`src/rtl/core_pkg.sv`:
```
// Shared load/store unit types: access size encoding, exception causes and the
// completion queue entry layout.
package core_pkg;

    typedef enum logic [1:0] {
        SizeWord = 2'b00,
        SizeHalf = 2'b01,
        SizeByte = 2'b10
    } size_e;

    localparam logic [3:0] CauseLdMisalign = 4'd4;
    localparam logic [3:0] CauseLdFault    = 4'd5;
    localparam logic [3:0] CauseStMisalign = 4'd6;

    typedef struct packed {
        logic [31:0] data;
        logic [5:0]  dest;
        logic        wb;
        logic        exc;
        logic [3:0]  cause;
        logic [31:0] tval;
        logic        sign;
        size_e       size;
        logic [1:0]  off;
    } lsu_entry_t;

endpackage

```
`src/rtl/mem_lsu_if.sv`:
```
// Execute, data-cache and writeback channels of the load/store unit.
interface mem_lsu_if;
    logic        exe_valid_i;
    logic        exe_ready_o;
    logic        exe_load_i;
    logic        exe_store_i;
    logic        exe_sign_i;
    logic        exe_wb_i;
    logic [1:0]  exe_size_i;
    logic [5:0]  exe_dest_i;
    logic [31:0] exe_res_i;
    logic [31:0] exe_data_i;

    logic        dc_req_valid_o;
    logic        dc_req_ready_i;
    logic [31:0] dc_adr_o;
    logic [31:0] dc_wdata_o;
    logic        dc_store_o;
    logic [3:0]  dc_byt_sel_o;
    logic        dc_rsp_valid_i;
    logic [31:0] dc_rsp_data_i;
    logic        dc_rsp_err_i;

    logic        wbk_valid_o;
    logic        wbk_ready_i;
    logic [31:0] wbk_data_o;
    logic [5:0]  wbk_dest_o;
    logic        wbk_wb_o;
    logic        wbk_exc_o;
    logic [3:0]  wbk_cause_o;
    logic [31:0] wbk_tval_o;

    logic        flush_i;

    modport slave (
        input  exe_valid_i, exe_load_i, exe_store_i, exe_sign_i, exe_wb_i,
        input  exe_size_i, exe_dest_i, exe_res_i, exe_data_i,
        output exe_ready_o,
        output dc_req_valid_o, dc_adr_o, dc_wdata_o, dc_store_o, dc_byt_sel_o,
        input  dc_req_ready_i, dc_rsp_valid_i, dc_rsp_data_i, dc_rsp_err_i,
        output wbk_valid_o, wbk_data_o, wbk_dest_o, wbk_wb_o, wbk_exc_o,
        output wbk_cause_o, wbk_tval_o,
        input  wbk_ready_i, flush_i
    );

    modport master (
        output exe_valid_i, exe_load_i, exe_store_i, exe_sign_i, exe_wb_i,
        output exe_size_i, exe_dest_i, exe_res_i, exe_data_i,
        input  exe_ready_o,
        input  dc_req_valid_o, dc_adr_o, dc_wdata_o, dc_store_o, dc_byt_sel_o,
        output dc_req_ready_i, dc_rsp_valid_i, dc_rsp_data_i, dc_rsp_err_i,
        input  wbk_valid_o, wbk_data_o, wbk_dest_o, wbk_wb_o, wbk_exc_o,
        input  wbk_cause_o, wbk_tval_o,
        output wbk_ready_i, flush_i
    );
endinterface

```
`src/rtl/mem_lsu_queue.sv`:
```
// In-order completion queue: entries retire from the head once marked done; loads are
// filled in order by locating the oldest entry still waiting.
module mem_lsu_queue
    import core_pkg::*;
#(
    parameter int unsigned DEPTH = 4
) (
    input  logic       clk,
    input  logic       reset_n,
    input  logic       flush,
    input  logic       push,
    input  lsu_entry_t push_entry,
    input  logic       push_done,
    input  logic       pop,
    input  logic       fill,
    input  lsu_entry_t fill_entry,
    output logic       full,
    output logic       head_valid,
    output lsu_entry_t head_entry,
    output logic       fill_found,
    output lsu_entry_t fill_cur
);
    localparam int unsigned AW = $clog2(DEPTH);

    lsu_entry_t       entries [DEPTH];
    logic [DEPTH-1:0] done_q;
    logic [AW:0]      wr_ptr_q, rd_ptr_q, count;
    logic [AW-1:0]    fill_idx, scan_idx;

    always_comb begin
        count      = wr_ptr_q - rd_ptr_q;
        full       = (count == (AW+1)'(DEPTH));
        head_entry = entries[rd_ptr_q[AW-1:0]];
        head_valid = (count != '0) && done_q[rd_ptr_q[AW-1:0]];
    end

    // Non-loads are done on entry, so the first not-done slot from the head is the
    // load the next cache response belongs to.
    always_comb begin
        fill_found = 1'b0;
        fill_idx   = '0;
        scan_idx   = '0;
        for (int unsigned i = 0; i < DEPTH; i++) begin
            scan_idx = rd_ptr_q[AW-1:0] + AW'(i);
            if (!fill_found && ((AW+1)'(i) < count) && !done_q[scan_idx]) begin
                fill_found = 1'b1;
                fill_idx   = scan_idx;
            end
        end
        fill_cur = entries[fill_idx];
    end

    always_ff @(posedge clk or negedge reset_n) begin
        if (!reset_n) begin
            wr_ptr_q <= '0;
            rd_ptr_q <= '0;
            done_q   <= '0;
        end else if (flush) begin
            wr_ptr_q <= '0;
            rd_ptr_q <= '0;
            done_q   <= '0;
        end else begin
            if (push) begin
                done_q[wr_ptr_q[AW-1:0]] <= push_done;
                wr_ptr_q                 <= wr_ptr_q + 1'b1;
            end
            if (fill && fill_found) begin
                done_q[fill_idx] <= 1'b1;
            end
            if (pop) begin
                rd_ptr_q <= rd_ptr_q + 1'b1;
            end
        end
    end

    always_ff @(posedge clk) begin
        if (push && !flush) begin
            entries[wr_ptr_q[AW-1:0]] <= push_entry;
        end
        if (fill && fill_found && !flush) begin
            entries[fill_idx] <= fill_entry;
        end
    end

endmodule

```
`src/rtl/mem_lsu.sv`:
```
// Load/store unit: issues aligned accesses to the data cache, tracks outstanding loads
// and returns all ops in program order through the completion queue.
module mem_lsu
    import core_pkg::*;
#(
    parameter int unsigned DEPTH   = 4,
    parameter int unsigned MAX_OUT = 2
) (
    input logic       clk,
    input logic       reset_n,
    mem_lsu_if.slave  bus
);
    localparam int unsigned CW = $clog2(MAX_OUT + 1);

    size_e       size;
    logic        mem_op, misaligned, load_block, full, accept, load_issue;
    logic        rsp_dec, rsp_fill, push_done, pop, head_valid, fill_found;
    logic [3:0]  byt_sel;
    logic [31:0] wdata, lane, ld_data;
    logic [CW-1:0] inflight_q, drop_cnt_q;
    lsu_entry_t  push_entry, fill_entry, head_entry, fill_cur;

    always_comb begin
        size       = size_e'(bus.exe_size_i);
        mem_op     = bus.exe_load_i || bus.exe_store_i;
        misaligned = 1'b0;
        byt_sel    = 4'b1111;
        wdata      = bus.exe_data_i;
        case (size)
            SizeByte: begin
                byt_sel = 4'b0001 << bus.exe_res_i[1:0];
                wdata   = {4{bus.exe_data_i[7:0]}};
            end
            SizeHalf: begin
                misaligned = bus.exe_res_i[0];
                byt_sel    = 4'b0011 << bus.exe_res_i[1:0];
                wdata      = {2{bus.exe_data_i[15:0]}};
            end
            default: misaligned = (bus.exe_res_i[1:0] != 2'b00);
        endcase
    end

    assign load_block = bus.exe_load_i && (inflight_q == CW'(MAX_OUT));

    always_comb begin
        bus.exe_ready_o    = !full && !bus.flush_i &&
                             (!mem_op || misaligned || (bus.dc_req_ready_i && !load_block));
        bus.dc_req_valid_o = bus.exe_valid_i && mem_op && !misaligned && !full &&
                             !bus.flush_i && !load_block;
        bus.dc_adr_o       = bus.dc_req_valid_o ? bus.exe_res_i : '0;
        bus.dc_wdata_o     = bus.dc_req_valid_o ? wdata : '0;
        bus.dc_store_o     = bus.dc_req_valid_o && bus.exe_store_i;
        bus.dc_byt_sel_o   = bus.dc_req_valid_o ? byt_sel : '0;
        accept             = bus.exe_valid_i && bus.exe_ready_o;
        load_issue         = bus.dc_req_valid_o && bus.dc_req_ready_i && bus.exe_load_i;
    end

    always_comb begin
        push_entry      = '0;
        push_entry.dest = bus.exe_dest_i;
        push_entry.sign = bus.exe_sign_i;
        push_entry.size = size;
        push_entry.off  = bus.exe_res_i[1:0];
        push_done       = 1'b1;
        if (mem_op && misaligned) begin
            push_entry.exc   = 1'b1;
            push_entry.cause = bus.exe_load_i ? CauseLdMisalign : CauseStMisalign;
            push_entry.tval  = bus.exe_res_i;
        end else if (bus.exe_load_i) begin
            // Address kept in tval so a faulting response can report it.
            push_entry.wb   = bus.exe_wb_i;
            push_entry.tval = bus.exe_res_i;
            push_done       = 1'b0;
        end else if (!bus.exe_store_i) begin
            push_entry.data = bus.exe_res_i;
            push_entry.wb   = bus.exe_wb_i;
        end
    end

    always_comb begin
        lane = bus.dc_rsp_data_i >> {fill_cur.off, 3'b000};
        case (fill_cur.size)
            SizeByte: ld_data = fill_cur.sign ? {{24{lane[7]}}, lane[7:0]}
                                              : {24'b0, lane[7:0]};
            SizeHalf: ld_data = fill_cur.sign ? {{16{lane[15]}}, lane[15:0]}
                                              : {16'b0, lane[15:0]};
            default:  ld_data = lane;
        endcase
        fill_entry = fill_cur;
        if (bus.dc_rsp_err_i) begin
            fill_entry.data  = '0;
            fill_entry.wb    = 1'b0;
            fill_entry.exc   = 1'b1;
            fill_entry.cause = CauseLdFault;
        end else begin
            fill_entry.data = ld_data;
            fill_entry.tval = '0;
        end
        rsp_fill = bus.dc_rsp_valid_i && (drop_cnt_q == '0) && !bus.flush_i;
        rsp_dec  = bus.dc_rsp_valid_i && (inflight_q != '0);
    end

    // inflight counts every request still owed a response, including those to be dropped.
    always_ff @(posedge clk or negedge reset_n) begin
        if (!reset_n) begin
            inflight_q <= '0;
            drop_cnt_q <= '0;
        end else begin
            inflight_q <= inflight_q + CW'(load_issue) - CW'(rsp_dec);
            if (bus.flush_i) begin
                drop_cnt_q <= inflight_q - CW'(rsp_dec);
            end else if (bus.dc_rsp_valid_i && (drop_cnt_q != '0)) begin
                drop_cnt_q <= drop_cnt_q - CW'(1);
            end
        end
    end

    assign pop = head_valid && bus.wbk_ready_i;

    mem_lsu_queue #(
        .DEPTH(DEPTH)
    ) u_queue (
        .clk        (clk),
        .reset_n    (reset_n),
        .flush      (bus.flush_i),
        .push       (accept),
        .push_entry (push_entry),
        .push_done  (push_done),
        .pop        (pop),
        .fill       (rsp_fill),
        .fill_entry (fill_entry),
        .full       (full),
        .head_valid (head_valid),
        .head_entry (head_entry),
        .fill_found (fill_found),
        .fill_cur   (fill_cur)
    );

    always_comb begin
        bus.wbk_valid_o = head_valid;
        bus.wbk_data_o  = head_valid ? head_entry.data : '0;
        bus.wbk_dest_o  = head_valid ? head_entry.dest : '0;
        bus.wbk_wb_o    = head_valid && head_entry.wb;
        bus.wbk_exc_o   = head_valid && head_entry.exc;
        bus.wbk_cause_o = head_valid ? head_entry.cause : '0;
        bus.wbk_tval_o  = head_valid ? head_entry.tval : '0;
    end

endmodule

```
`src/flat_wrapper.sv`:
```
// flat-port wrapper written by rule: the top's interface ports become plain ports
module mem_lsu_flat import core_pkg::*;
#(
    parameter int unsigned DEPTH   = 4,
    parameter int unsigned MAX_OUT = 2
)
  (clk, reset_n, bus_exe_valid_i, bus_exe_load_i, bus_exe_store_i, bus_exe_sign_i, bus_exe_wb_i, bus_exe_size_i, bus_exe_dest_i, bus_exe_res_i, bus_exe_data_i, bus_exe_ready_o, bus_dc_req_valid_o, bus_dc_adr_o, bus_dc_wdata_o, bus_dc_store_o, bus_dc_byt_sel_o, bus_dc_req_ready_i, bus_dc_rsp_valid_i, bus_dc_rsp_data_i, bus_dc_rsp_err_i, bus_wbk_valid_o, bus_wbk_data_o, bus_wbk_dest_o, bus_wbk_wb_o, bus_wbk_exc_o, bus_wbk_cause_o, bus_wbk_tval_o, bus_wbk_ready_i, bus_flush_i);
  mem_lsu_if bus_i ();
  input logic clk;
  input logic reset_n;
  input wire logic [$bits(bus_i.exe_valid_i)-1:0] bus_exe_valid_i;
  input wire logic [$bits(bus_i.exe_load_i)-1:0] bus_exe_load_i;
  input wire logic [$bits(bus_i.exe_store_i)-1:0] bus_exe_store_i;
  input wire logic [$bits(bus_i.exe_sign_i)-1:0] bus_exe_sign_i;
  input wire logic [$bits(bus_i.exe_wb_i)-1:0] bus_exe_wb_i;
  input wire logic [$bits(bus_i.exe_size_i)-1:0] bus_exe_size_i;
  input wire logic [$bits(bus_i.exe_dest_i)-1:0] bus_exe_dest_i;
  input wire logic [$bits(bus_i.exe_res_i)-1:0] bus_exe_res_i;
  input wire logic [$bits(bus_i.exe_data_i)-1:0] bus_exe_data_i;
  output wire logic [$bits(bus_i.exe_ready_o)-1:0] bus_exe_ready_o;
  output wire logic [$bits(bus_i.dc_req_valid_o)-1:0] bus_dc_req_valid_o;
  output wire logic [$bits(bus_i.dc_adr_o)-1:0] bus_dc_adr_o;
  output wire logic [$bits(bus_i.dc_wdata_o)-1:0] bus_dc_wdata_o;
  output wire logic [$bits(bus_i.dc_store_o)-1:0] bus_dc_store_o;
  output wire logic [$bits(bus_i.dc_byt_sel_o)-1:0] bus_dc_byt_sel_o;
  input wire logic [$bits(bus_i.dc_req_ready_i)-1:0] bus_dc_req_ready_i;
  input wire logic [$bits(bus_i.dc_rsp_valid_i)-1:0] bus_dc_rsp_valid_i;
  input wire logic [$bits(bus_i.dc_rsp_data_i)-1:0] bus_dc_rsp_data_i;
  input wire logic [$bits(bus_i.dc_rsp_err_i)-1:0] bus_dc_rsp_err_i;
  output wire logic [$bits(bus_i.wbk_valid_o)-1:0] bus_wbk_valid_o;
  output wire logic [$bits(bus_i.wbk_data_o)-1:0] bus_wbk_data_o;
  output wire logic [$bits(bus_i.wbk_dest_o)-1:0] bus_wbk_dest_o;
  output wire logic [$bits(bus_i.wbk_wb_o)-1:0] bus_wbk_wb_o;
  output wire logic [$bits(bus_i.wbk_exc_o)-1:0] bus_wbk_exc_o;
  output wire logic [$bits(bus_i.wbk_cause_o)-1:0] bus_wbk_cause_o;
  output wire logic [$bits(bus_i.wbk_tval_o)-1:0] bus_wbk_tval_o;
  input wire logic [$bits(bus_i.wbk_ready_i)-1:0] bus_wbk_ready_i;
  input wire logic [$bits(bus_i.flush_i)-1:0] bus_flush_i;
  assign bus_i.exe_valid_i = bus_exe_valid_i;
  assign bus_i.exe_load_i = bus_exe_load_i;
  assign bus_i.exe_store_i = bus_exe_store_i;
  assign bus_i.exe_sign_i = bus_exe_sign_i;
  assign bus_i.exe_wb_i = bus_exe_wb_i;
  assign bus_i.exe_size_i = bus_exe_size_i;
  assign bus_i.exe_dest_i = bus_exe_dest_i;
  assign bus_i.exe_res_i = bus_exe_res_i;
  assign bus_i.exe_data_i = bus_exe_data_i;
  assign bus_exe_ready_o = bus_i.exe_ready_o;
  assign bus_dc_req_valid_o = bus_i.dc_req_valid_o;
  assign bus_dc_adr_o = bus_i.dc_adr_o;
  assign bus_dc_wdata_o = bus_i.dc_wdata_o;
  assign bus_dc_store_o = bus_i.dc_store_o;
  assign bus_dc_byt_sel_o = bus_i.dc_byt_sel_o;
  assign bus_i.dc_req_ready_i = bus_dc_req_ready_i;
  assign bus_i.dc_rsp_valid_i = bus_dc_rsp_valid_i;
  assign bus_i.dc_rsp_data_i = bus_dc_rsp_data_i;
  assign bus_i.dc_rsp_err_i = bus_dc_rsp_err_i;
  assign bus_wbk_valid_o = bus_i.wbk_valid_o;
  assign bus_wbk_data_o = bus_i.wbk_data_o;
  assign bus_wbk_dest_o = bus_i.wbk_dest_o;
  assign bus_wbk_wb_o = bus_i.wbk_wb_o;
  assign bus_wbk_exc_o = bus_i.wbk_exc_o;
  assign bus_wbk_cause_o = bus_i.wbk_cause_o;
  assign bus_wbk_tval_o = bus_i.wbk_tval_o;
  assign bus_i.wbk_ready_i = bus_wbk_ready_i;
  assign bus_i.flush_i = bus_flush_i;
  mem_lsu #(.DEPTH(DEPTH), .MAX_OUT(MAX_OUT)) u_core (.clk(clk), .reset_n(reset_n), .bus(bus_i));
endmodule
```
`config.mk`:
```
export PLATFORM = sky130hd
export DESIGN_NAME = mem_lsu_flat
export DESIGN_NICKNAME = d
export VERILOG_FILES = /design/src/rtl/core_pkg.sv /design/src/rtl/mem_lsu_if.sv /design/src/rtl/mem_lsu_queue.sv /design/src/rtl/mem_lsu.sv /design/src/flat_wrapper.sv
export SDC_FILE = /design/constraint.sdc
export NUM_CORES = 1
export LEC_CHECK = 0
export CORE_MARGIN = 2
export CORE_UTILIZATION = 30
export CTS_CLUSTER_DIAMETER = 80
export DETAILED_ROUTE_END_ITERATION = 6
export PLACE_DENSITY_LB_ADDON = 0.2
export SETUP_SLACK_MARGIN = 0.4
export SLEW_MARGIN = 20
export SYNTH_ARGS = -nofsm -noshare
export SYNTH_HDL_FRONTEND = slang
export SYNTH_HIERARCHICAL = 1
export SYNTH_SLANG_ARGS = --single-unit
```
`constraint.sdc`:
```
create_clock -name clk -period 10.8 [get_ports clk]
set_input_delay 2.16 -clock clk [delete_from_list [all_inputs] [get_ports clk]]
set_output_delay 2.16 -clock clk [all_outputs]
set_load 0.01 [all_outputs]
```
* After elaboration in Yosys (flattened, before gate mapping)
Memory sizes are Yosys's and may differ from the RTL's.
Cells that the tools add are included.
** Operators by class
- Bitwise gates (word level) :: 1
- Add/subtract/negate cells :: 10
- Shift operators :: 3
- Eq/ne operators :: 6
- Muxes and demuxes :: 63
- Magnitude comparators :: 12
- Reductions and logical operators :: 57
** Operators with widths (count)
- $mux 32 :: 13
- $pmux 32 s2 :: 2
- $logic_and 1x1->1 :: 34
- $shr 32x5->32 :: 1
- $mux 4 :: 6
- $mux 1 :: 19
- $lt 2x3->1 const B :: 6
- $mux 2 :: 7
- $logic_not 1->1 :: 12
- $mux 3 :: 4
- $mux 6 :: 2
- $reduce_bool 2->1 :: 6
- $bmux 1 s2 :: 4
- $pmux 4 s2 :: 1
- $add 3x1->3 const B :: 2
- $eq 2x2->1 const B :: 3
- $lt 1x3->1 const A :: 2
- $lt 2x3->1 const A :: 2
- $mux 5 :: 1
- $add 2x2->2 const B :: 2
- $bwmux 4 :: 1
- $demux 1 s2 :: 2
- $eq 2x1->1 const B :: 2
- $ge 2x1->1 const B :: 2
- 13 further kinds :: 16
** Storage, ports and cells
- Logic and storage cells :: 158
- Bits in writable memories :: 324
- Register bits :: 14
- Memories kept :: 1
- Bits of input ports :: 116
- Output and inout port bits :: 148
** Memory list
- u_core.u_queue.entries :: words 4, width 81, read ports 2, clocked after memory_dff 0, write ports 2, RTL line mem_lsu_queue.sv:25 : lsu_entry_t entries [DEPTH];

* Longest topological paths before layout
- Depth in word-level cells :: 24
- Depth in mapped cells :: 20
- Depth with buffers taken out :: 16

* By module
Netlist, hierarchy kept.
** By module, submodules not included
- mem_lsu_queue :: times used 1, sequential area each 9979.6 um^2, cells each 1148, area each 19178.4 um^2
- mem_lsu :: times used 1, sequential area each 100.1 um^2, cells each 503, area each 3151.8 um^2

* Worst setup path before layout
Ideal clock, no wire load.
- Kind :: input-to-output
- Start point :: input port bus_exe_size_i[0]
- End point :: output port bus_dc_byt_sel_o[0]
- Path slack :: 4.573 ns
- Path buffers :: 3
- Stages on the path :: 9
- Data required time :: 8.640 ns
- Arrival :: 4.067 ns
- Cell sequence :: inv_1 ha_1 or2_1 buf_2 a22o_1 or4_4 buf_6 buf_6 nor2_1
** On the way
- Longest elaborated chain between the ends :: 8
** Ends and longest elaborated chain
- start, declared :: RTL line flat_wrapper.sv:16 : input wire logic [$bits(bus_i.exe_size_i)-1:0] bus_exe_size_i;
- $eq 2x1->1 or $eq 2x2->1 (tied branches) :: RTL line mem_lsu.sv:29 : case (size)
- $pmux 1 s2 :: RTL line mem_lsu.sv:29
- $logic_not 1->1 :: RTL line mem_lsu.sv:48 : bus.dc_req_valid_o = bus.exe_valid_i && mem_op && !misaligned && !full &&
- $logic_and 1x1->1 (3 in a row) :: RTL line mem_lsu.sv:48
- $logic_and 1x1->1 :: RTL line mem_lsu.sv:49 : !bus.flush_i && !load_block;
- $mux 4 * :: RTL line mem_lsu.sv:53 : bus.dc_byt_sel_o = bus.dc_req_valid_o ? byt_sel : '0;
- end, declared :: RTL line flat_wrapper.sv:25 : output wire logic [$bits(bus_i.dc_byt_sel_o)-1:0] bus_dc_byt_sel_o;
Mark *: on every way between the ends. The rest lies on a longest branch, timed or not.

* Final worst setup path
- Start point :: input port bus_exe_size_i[0]
- End point :: output port bus_dc_adr_o[2]
** On the way
- Longest elaborated chain between the ends :: 8
** Ends and longest elaborated chain
- $eq 2x1->1 or $eq 2x2->1 (tied branches) :: RTL line mem_lsu.sv:29
- $pmux 1 s2 * :: RTL line mem_lsu.sv:29
- $logic_not 1->1 * :: RTL line mem_lsu.sv:48
- $logic_and 1x1->1 * (3 in a row) :: RTL line mem_lsu.sv:48
- $logic_and 1x1->1 * :: RTL line mem_lsu.sv:49
- $mux 32 * :: RTL line mem_lsu.sv:50 : bus.dc_adr_o = bus.dc_req_valid_o ? bus.exe_res_i : '0;
- end, declared :: RTL line flat_wrapper.sv:22 : output wire logic [$bits(bus_i.dc_adr_o)-1:0] bus_dc_adr_o;
Marks and branches as above.

==> metrics <==
status completed; CTS tree done; Place WS 2.05 ns; RSZ-0062 raised after global routing no; DRT iter0 DRCs 868; final WL 65800 um; Buf/Inv on CP 4; CP max stage delay 0.72 ns; Total GRT Usage 0.178; sw power 0.839 mW; max-cap violations 0; Hold Crit Class register to register; setup repair bufs after CTS 0; reg2reg setup slack 3.50 ns; CP Cell Sequence clkdlybuf4s50_1 -> inv_1 -> ha_1 -> or2_1 -> a22o_1 -> or4_4 -> inv_2 -> and2_1 -> clkdlybuf4s50_1; relative slew slack 0.235; Slew Viols, Final 0; HPWL after DPL a little over 40000 um; share of cells above drive strength 1 0.132; clock skew 0.0232 ns; Wirelength per Cell 24.2 um; Synthesis Warnings 6; # setup viols final 0; setup TNS 0 ns; synthesized cell area around 0.021 mm2; Max H-tree Level 2; arrival time at the worst endpoint between 6 and 7 ns; switching share of power 0.253; clock group share of total power 0.402; Hold Path Depth 2; CP Max Fanout 42; Mean Syn Cell Area 13.8 um2; initial antenna violation count 11; Die W 270 um; count of final hold-check violations 0; Root Buffer clkbuf_16; FILL cells roughly 6.7k; Die H 270 um; crit path time final 8.72 ns; CP max-delay cell or4_4; Final WS setup a little over 2 ns; grt ovf 0; commonest non-fill, non-tap cell in the layout edfxtp_1; Post-Layout Inst Area 0.0259 mm2; core area between 0.07 and 0.08 mm2; Row Count 97; TritonCTS buffer count 41; Net count, final roughly 1.9k; Slew @ Worst Pin roughly 1.1 ns; DRT Pass-1 Iters 5; final RePlAce weighted congestion 0.781; Via density 5.03; num ports 264; Antenna Violating Nets Remaining 0; PwrDens 128 mW/mm2; Clk pin slew, worst setup/hold paths 0.06 ns; Critical Path End bus_dc_adr_o[2]; Area growth, synth to finish 22.0%; capturing point of the worst reg2reg path u_core/u_queue/entries[2][80]; largest net degree at the start of global routing 71; vias in the first global route 14.9k; Critical Path Most Common Cell clkdlybuf4s50_1; Clock Sinks 338; drc violations 0; DIE AREA a little over 0.07 mm2; first-pass GRT wire length just under 100000 um; final worst-path cycle share 0.808; Vias 13.7k; Critical path origin bus_exe_size_i[0]; clock latency at the later pin of the worst-skew pair 0.57 ns; most frequent cells in the layout edfxtp_1, mux2_1, clkdlybuf4s50_1; CP Launch Type input pin; Starting Density 0.303; Crit. path cell count 9; Comb pwr share 0.151; Worst setup EP type primary output; P_int 2.48 mW; data required time at the worst endpoint ~8.6 ns; Min Hold Slack 0.562 ns; Fmax achieved approximately 110 MHz; Max VDD drop 0.0000998 V; post-CTS sizing 0; Port-buffer cells 263; cts hold-fix bufs 0; worst r2r path cells 14; Reg power frac 0.448; CP Class input pin to primary output; delay-heaviest family, CP buffers and inverters; Static Leakage roughly 9.0 nW; Clock Tree Buf Depth 3; Post-Syn Instances 1540; Placement Cell Area 0.0246 mm2; R2R Path Start u_core/u_queue/rd_ptr_q[0]
## registers in the layout (all words and copies together) (netlist names)
signal                   cells
u_core/u_queue/rd_ptr_q      3
u_core/drop_cnt_q            2
u_core/u_queue/entries     324
u_core/u_queue/done_q        4
u_core/inflight_q            2
u_core/u_queue/wr_ptr_q      3
## layout make-up
| class | instances | area (um2) | area share |
|---|---|---|---|
| multi-input cells | 1070 | 10500 | 0.404 |
| flip-flops and latches | 338 | 10100 | 0.390 |
| repair buffers | 288 | 2820 | 0.109 |
| well taps | 940 | 1180 | 0.0455 |
| clock buffers | 49 | 1080 | 0.0417 |
| clock inverters | 23 | 189 | 0.00731 |
| inverters | 13 | 48.8 | 0.00189 |
| diodes | 2 | 5.00 | 0.000194 |
## stage by stage
step                std cells  utilization  total power [mW]
floorplan                1547            -              1.82
global placement         2649        0.351              2.00
detailed placement       2649        0.351              2.01
CTS                      2721        0.369              3.35
global route             2722        0.369              3.44
finish                   2723        0.369              3.32
## power groups by stage
| stage | combinational [mW] | sequential, mW | clock, mW |
|---|---|---|---|
| global placement | 0.491 | 1.51 | 0 |
| CTS | 0.501 | 1.48 | 1.37 |
| detailed placement | 0.498 | 1.51 | 0 |
| finish | 0.499 | 1.48 | 1.33 |
| floorplan | 0.310 | 1.51 | 0 |
| global route | 0.545 | 1.49 | 1.41 |
## metal layers
layer,track usage,vias up,routed length [um],share of wire
met5,0,-,0,0
met3,0.0273,68,3450,0.052
met1,0.236,6995,29400,0.45
met4,0.0497,0,1400,0.021
met2,0.302,351,31500,0.48
li1,-,6295,-,-
## worst min path at each step
stage                                from                    endpoint
3_5_place_dp   u_core/u_queue/wr_ptr_q[2]  u_core/u_queue/wr_ptr_q[2]
3_3_place_gp   u_core/u_queue/wr_ptr_q[2]  u_core/u_queue/wr_ptr_q[2]
5_1_grt        u_core/u_queue/wr_ptr_q[2]  u_core/u_queue/wr_ptr_q[2]
6_report       u_core/u_queue/wr_ptr_q[2]  u_core/u_queue/wr_ptr_q[2]
4_1_cts        u_core/u_queue/wr_ptr_q[2]  u_core/u_queue/wr_ptr_q[2]
2_1_floorplan        u_core/drop_cnt_q[1]        u_core/drop_cnt_q[1]
## worst register-to-register path, stage by stage (launching register included)
cell,delay (ns)
dfrtp_4,0.79
buf_4,0.59
buf_4,0.78
mux4_2,0.62
nor2_1,0.15
o21ai_1,0.15
a221oi_4,0.82
mux2i_1,0.25
mux2i_4,0.58
buf_4,0.38
nor2b_1,0.47
o2bb2ai_1,0.27
a311oi_4,0.28
a211oi_1,0.74
mux2_2,0.29
(Power assumes the default switching activity.)
